===== config.mk =====
export PLATFORM = sky130hd
export DESIGN_NAME = serial_add_ctrl
export DESIGN_NICKNAME = d
export VERILOG_FILES = /design/src/rtl/serial_add_ctrl.sv
export SDC_FILE = /design/constraint.sdc
export NUM_CORES = 1
export LEC_CHECK = 0
export BUFFER_PORTS_ARGS = -buffer_cell sky130_fd_sc_hd__buf_4
export CORE_MARGIN = 4
export CORE_UTILIZATION = 54
export CTS_CLUSTER_SIZE = 30
export DETAILED_ROUTE_END_ITERATION = 10
export PLACE_DENSITY = 0.78
export SKIP_CTS_REPAIR_TIMING = 1
export SYNTH_ARGS = -nofsm -noshare
export SYNTH_HDL_FRONTEND = slang
export SYNTH_SLANG_ARGS = --single-unit

===== constraint.sdc =====
create_clock -name clk -period 1.85 [get_ports clk]
set_clock_uncertainty 0.2 [all_clocks]
set_input_delay 0.2775 -clock clk [delete_from_list [all_inputs] [get_ports clk]]
set_output_delay 0.2775 -clock clk [all_outputs]
set_load 0.1 [all_outputs]

===== src/rtl/serial_add_ctrl.sv =====
// Bit-serial WIDTH-bit adder/subtractor built around one 1-bit full adder.
// A command is taken in IDLE, bits are processed LSB first in RUN (one per
// clock), and DONE presents a one-cycle done pulse with registered results.

// Single-bit full adder shared by the serial datapath.
module full_adder (
   input  logic a,
   input  logic b,
   input  logic cin,
   output logic sum,
   output logic cout
);
   assign sum  = a ^ b ^ cin;
   assign cout = (a & b) | (cin & (a ^ b));
endmodule

module serial_add_ctrl #(
   parameter int WIDTH = 8,
   parameter int CW    = $clog2(WIDTH)
) (
   input  logic             clk,
   input  logic             rst,
   input  logic             start,
   input  logic             sub,
   input  logic [WIDTH-1:0] a_in,
   input  logic [WIDTH-1:0] b_in,
   input  logic             cin_in,
   output logic             busy,
   output logic             done,
   output logic [WIDTH-1:0] sum_out,
   output logic             cout_out,
   output logic             ovf_out
);

   typedef enum logic [1:0] {
      IDLE = 2'd0,
      RUN  = 2'd1,
      DONE = 2'd2
   } state_t;

   state_t           state_q, state_d;
   logic [WIDTH-1:0] a_sreg_q, a_sreg_d;
   logic [WIDTH-1:0] b_sreg_q, b_sreg_d;
   logic [WIDTH-1:0] res_q, res_d;
   logic             carry_q, carry_d;
   logic [CW-1:0]    cnt_q, cnt_d;
   logic [WIDTH-1:0] sum_q, sum_d;
   logic             cout_q, cout_d;
   logic             ovf_q, ovf_d;

   logic fa_sum;
   logic fa_cout;

   full_adder u_fa (
      .a    (a_sreg_q[0]),
      .b    (b_sreg_q[0]),
      .cin  (carry_q),
      .sum  (fa_sum),
      .cout (fa_cout)
   );

   // State and datapath registers; reset aborts any operation in flight.
   always_ff @(posedge clk or posedge rst) begin
      if (rst) begin
         state_q  <= IDLE;
         a_sreg_q <= '0;
         b_sreg_q <= '0;
         res_q    <= '0;
         carry_q  <= 1'b0;
         cnt_q    <= '0;
         sum_q    <= '0;
         cout_q   <= 1'b0;
         ovf_q    <= 1'b0;
      end else begin
         state_q  <= state_d;
         a_sreg_q <= a_sreg_d;
         b_sreg_q <= b_sreg_d;
         res_q    <= res_d;
         carry_q  <= carry_d;
         cnt_q    <= cnt_d;
         sum_q    <= sum_d;
         cout_q   <= cout_d;
         ovf_q    <= ovf_d;
      end
   end

   // Next-state logic: accept, serial bit step, and completion capture.
   always_comb begin
      state_d  = state_q;
      a_sreg_d = a_sreg_q;
      b_sreg_d = b_sreg_q;
      res_d    = res_q;
      carry_d  = carry_q;
      cnt_d    = cnt_q;
      sum_d    = sum_q;
      cout_d   = cout_q;
      ovf_d    = ovf_q;

      unique case (state_q)
         IDLE: begin
            if (start) begin
               a_sreg_d = a_in;
               b_sreg_d = sub ? ~b_in : b_in;
               carry_d  = sub ? 1'b1 : cin_in;
               cnt_d    = '0;
               state_d  = RUN;
            end
         end
         RUN: begin
            a_sreg_d = a_sreg_q >> 1;
            b_sreg_d = b_sreg_q >> 1;
            res_d    = {fa_sum, res_q[WIDTH-1:1]};
            carry_d  = fa_cout;
            cnt_d    = cnt_q + 1'b1;
            if (cnt_q == CW'(WIDTH - 1)) begin
               // carry_q is the carry into the MSB on this step
               sum_d   = {fa_sum, res_q[WIDTH-1:1]};
               cout_d  = fa_cout;
               ovf_d   = carry_q ^ fa_cout;
               state_d = DONE;
            end
         end
         DONE: begin
            state_d = IDLE;
         end
         default: begin
            state_d = IDLE;
         end
      endcase
   end

   assign busy     = (state_q != IDLE);
   assign done     = (state_q == DONE);
   assign sum_out  = sum_q;
   assign cout_out = cout_q;
   assign ovf_out  = ovf_q;

endmodule


==> results.md <==
* Number of cells on the worst hold path at 3
* Inserted Clock Buffers at 5
* Clock Tree Buf Depth at 2
* Critical path capture point type: output pin
* Hold Worst Slack at 5.43 ps
* Count of final max-slew check failures at 0
* Worst Min Path Start: start
* WL final at 3560 um
* Fraction of the yosys area taken by sequential cells at 54.5%
* Pwr dens at 1820 nW/um^2
* Mean cell area of the mapped netlist at 13.2 sq um
* Via count of the first global-routing pass at 1218
* Clk pin slew, worst setup/hold paths at 120 ps
* Diodes inserted at 0
* List of most frequent post-synthesis cells: sky130_fd_sc_hd__dfrtp_1, sky130_fd_sc_hd__nand2_1, sky130_fd_sc_hd__mux2_2
* Final ANT Viol Nets at 0
* Critical Path Start Type: flip-flop
* Floorplan die height at 65.6 um
* TritonCTS clock tree: built
* Worst-Margin Slew at 507 ps
* Required time of the worst setup path at 1370 ps
* Footprint of the multi-input gates at 748 sq um
* Fin area at 2220 sq um
* Reg-to-reg critical path endpoint: sum_out[6]
* Status: completed
* Average wire per standard cell at 16.0 um
* Syn_nets at 160
* Clock sinks at 39
* Initial Util at 57.7%
* Drt initial violations at 49
* Vias per inst at 5.40
* Most common flop cell mapped by yosys: sky130_fd_sc_hd__dfrtp_1
* Total routing resource utilization after global routing at 17.7%
* Endpoints failing setup at 0
* Final hold violations at 0
* Non-filler instance count after layout at 222
* Type of the worst min-delay path: in -> reg
* Arrival time at the worst endpoint at 1360 ps
* Reg-to-Reg Start: cnt_q[0]
* Minimum setup slack among reg-to-reg paths at 130 ps
* Core Footprint at 3100 sq um
* CTS H-Tree Depth at 2
* Die X at 65.6 um
* Most frequent cell after synthesis: sky130_fd_sc_hd__dfrtp_1
* Post-DP HPWL at 2310 um
* PnR Total Power at 4.06 mW
* Async SR Flop Fraction at 100%
* Cells taking the most area after synthesis: sky130_fd_sc_hd__dfrtp_1, sky130_fd_sc_hd__mux2_2, sky130_fd_sc_hd__mux2_4, sky130_fd_sc_hd__a221o_1, sky130_fd_sc_hd__xor2_1
* Skew-Pair Late Insertion Delay at 340 ps
* Leakage at 1.10 nW
* Synth cell types at 30
* Site row count at 20
* Setup repair after global routing missed its margin: yes
* Critical-path maximum fanout at 10
* Number of optimization iterations in the first detailed-route pass at 4
* Proportion of layout cells with a drive suffix above 1 at 41.6%
* Final worst-path cycle share at 99.1%
* Relative area change from synthesis to final layout at 24.3%
* Number of primary I/O pins at 33
* Instance count of the mapped netlist at 136
* Seq. cell area at 978 sq um
* Worst-case vdd ir drop at 0.639 mV
* Global placement routability congestion at 0.732
* Number of enable-type register cells in the synthesized netlist at 0
* DRC Markers at 0
* Max-cap viol count at 0
* Post-synthesis instance area at 1790 sq um
* Count of nets after finishing at 201
* Final-layout fill cell count at 231
* Setup WS post-layout at 17.4 ps
* Count of vias placed by the detailed router at 1198
* Number of antenna violations at the first check in global routing at 0
* Area enclosed by the die boundary at 4300 sq um
* Count of cells along the worst register-to-register path at 4
* Cell at the root of the clock tree: sky130_fd_sc_hd__clkbuf_4
* Portion of synthesized cell area occupied by the leading cell type at 54.5%
* Worst setup timing slack at the placement stage at 149 ps
* Flop and latch count out of synthesis at 39
* # placed instances at 206
* Global-route congestion overflow total at 0
* Final critical path time including I/O delays and setup at 1830 ps
* Max-slew headroom at the worst pin at 66.1%
* Yosys synthesis warning count at 0
* Post-route setup TNS at 0 ps
* Placed standard-cell area at 2070 sq um
* Utilization after layout at 71.7%
* Timing-limited maximum frequency at 546 MHz
* Count of port buffers added during placement at 32
* Endpoint with the worst hold slack: a_sreg_q[7]
* Global-route wire length before repair at 5790 um
* Maximum number of pins on one net before global-route repair at 40
* Area leader, netlist: sky130_fd_sc_hd__dfrtp_1
* Worst Path Class, Setup: reg -> out
==> cell usage in the layout (no fill, tap or decap), types with 2 or more instances in the layout <==
| cell type | count |
|---|---|
| sky130_fd_sc_hd__a221o_1 | 7 |
| sky130_fd_sc_hd__a22o_1 | 3 |
| sky130_fd_sc_hd__a22oi_1 | 7 |
| sky130_fd_sc_hd__and3b_1 | 7 |
| sky130_fd_sc_hd__buf_12 | 2 |
| sky130_fd_sc_hd__buf_4 | 39 |
| sky130_fd_sc_hd__clkbuf_4 | 5 |
| sky130_fd_sc_hd__clkinvlp_4 | 2 |
| sky130_fd_sc_hd__dfrtp_1 | 37 |
| sky130_fd_sc_hd__dfrtp_2 | 2 |
| sky130_fd_sc_hd__dlygate4sd3_1 | 2 |
| sky130_fd_sc_hd__ha_1 | 2 |
| sky130_fd_sc_hd__inv_1 | 2 |
| sky130_fd_sc_hd__mux2_2 | 10 |
| sky130_fd_sc_hd__mux2_4 | 7 |
| sky130_fd_sc_hd__nand2_1 | 11 |
| sky130_fd_sc_hd__o21ai_0 | 9 |
| sky130_fd_sc_hd__xor2_1 | 8 |
==> where the power goes <==
part           switching [mW]  internal, mW  total, mW
Combinational            1.32         0.845       2.17
Clock                   0.297         0.145      0.443
Sequential              0.232          1.21       1.44
==> how the worst max path moves through the flow <==
stage / slack (ps) / to / cells after the start / startpoint
final: 20 / busy / 3 / state_q[0]
after global routing: -40 / busy / 3 / state_q[0]
after CTS: -130 / busy / 2 / state_q[1]
after detailed placement: 150 / sum_out[6] / 4 / cnt_q[0]
after global placement: 200 / sum_out[5] / 4 / cnt_q[0]
after floorplan: 100 / done / 3 / state_q[1]
==> area by class of cell <==
type                            instances  area share (%)
Tap cell                               44            2.47
Clock buffer                            5            1.69
Clock inverter                          3           0.900
Timing Repair Buffer                   44            17.0
Inverter                                2           0.337
Multi-Input combinational cell         85            33.6
Sequential cell                        39            44.0
==> worst max-delay path, cell delays in order, from the launching register on <==
cell,delay [ps]
sky130_fd_sc_hd__dfrtp_2,450
sky130_fd_sc_hd__buf_12,150
sky130_fd_sc_hd__or2_4,240
sky130_fd_sc_hd__buf_12,170
==> cells by family (layout without fill, tap and decap cells) <==
family                   Yosys count  in the layout  share of synthesized area, %
flip-flops                        39             39                          54.5
AO/OA/AOI/OAI                     30             30                          12.9
AND/OR/NAND/NOR                   26             26                          9.23
multiplexers                      17             17                          12.2
buffers and inverters             12             54                          4.20
XOR/XNOR                           9              9                          4.41
adder cells (fa/ha/maj)            3              3                          2.52
==> per-layer routing <==
metal	GRT usage (%)	vias to the layer above	wire, um
li1	-	566	-
met1	23.3	595	1640
met2	28.3	31	1730
met3	5.13	6	140
met4	5.18	0	53
met5	0	-	0
==> registers in the layout, summed over array words and instances (netlist names) <==
register,cells
res_q,7
state_q,2
b_sreg_q,8
carry_q,1
a_sreg_q,8
ovf_out,1
cout_out,1
cnt_q,3
sum_out,8
Power figures use the tool's default switching activity.
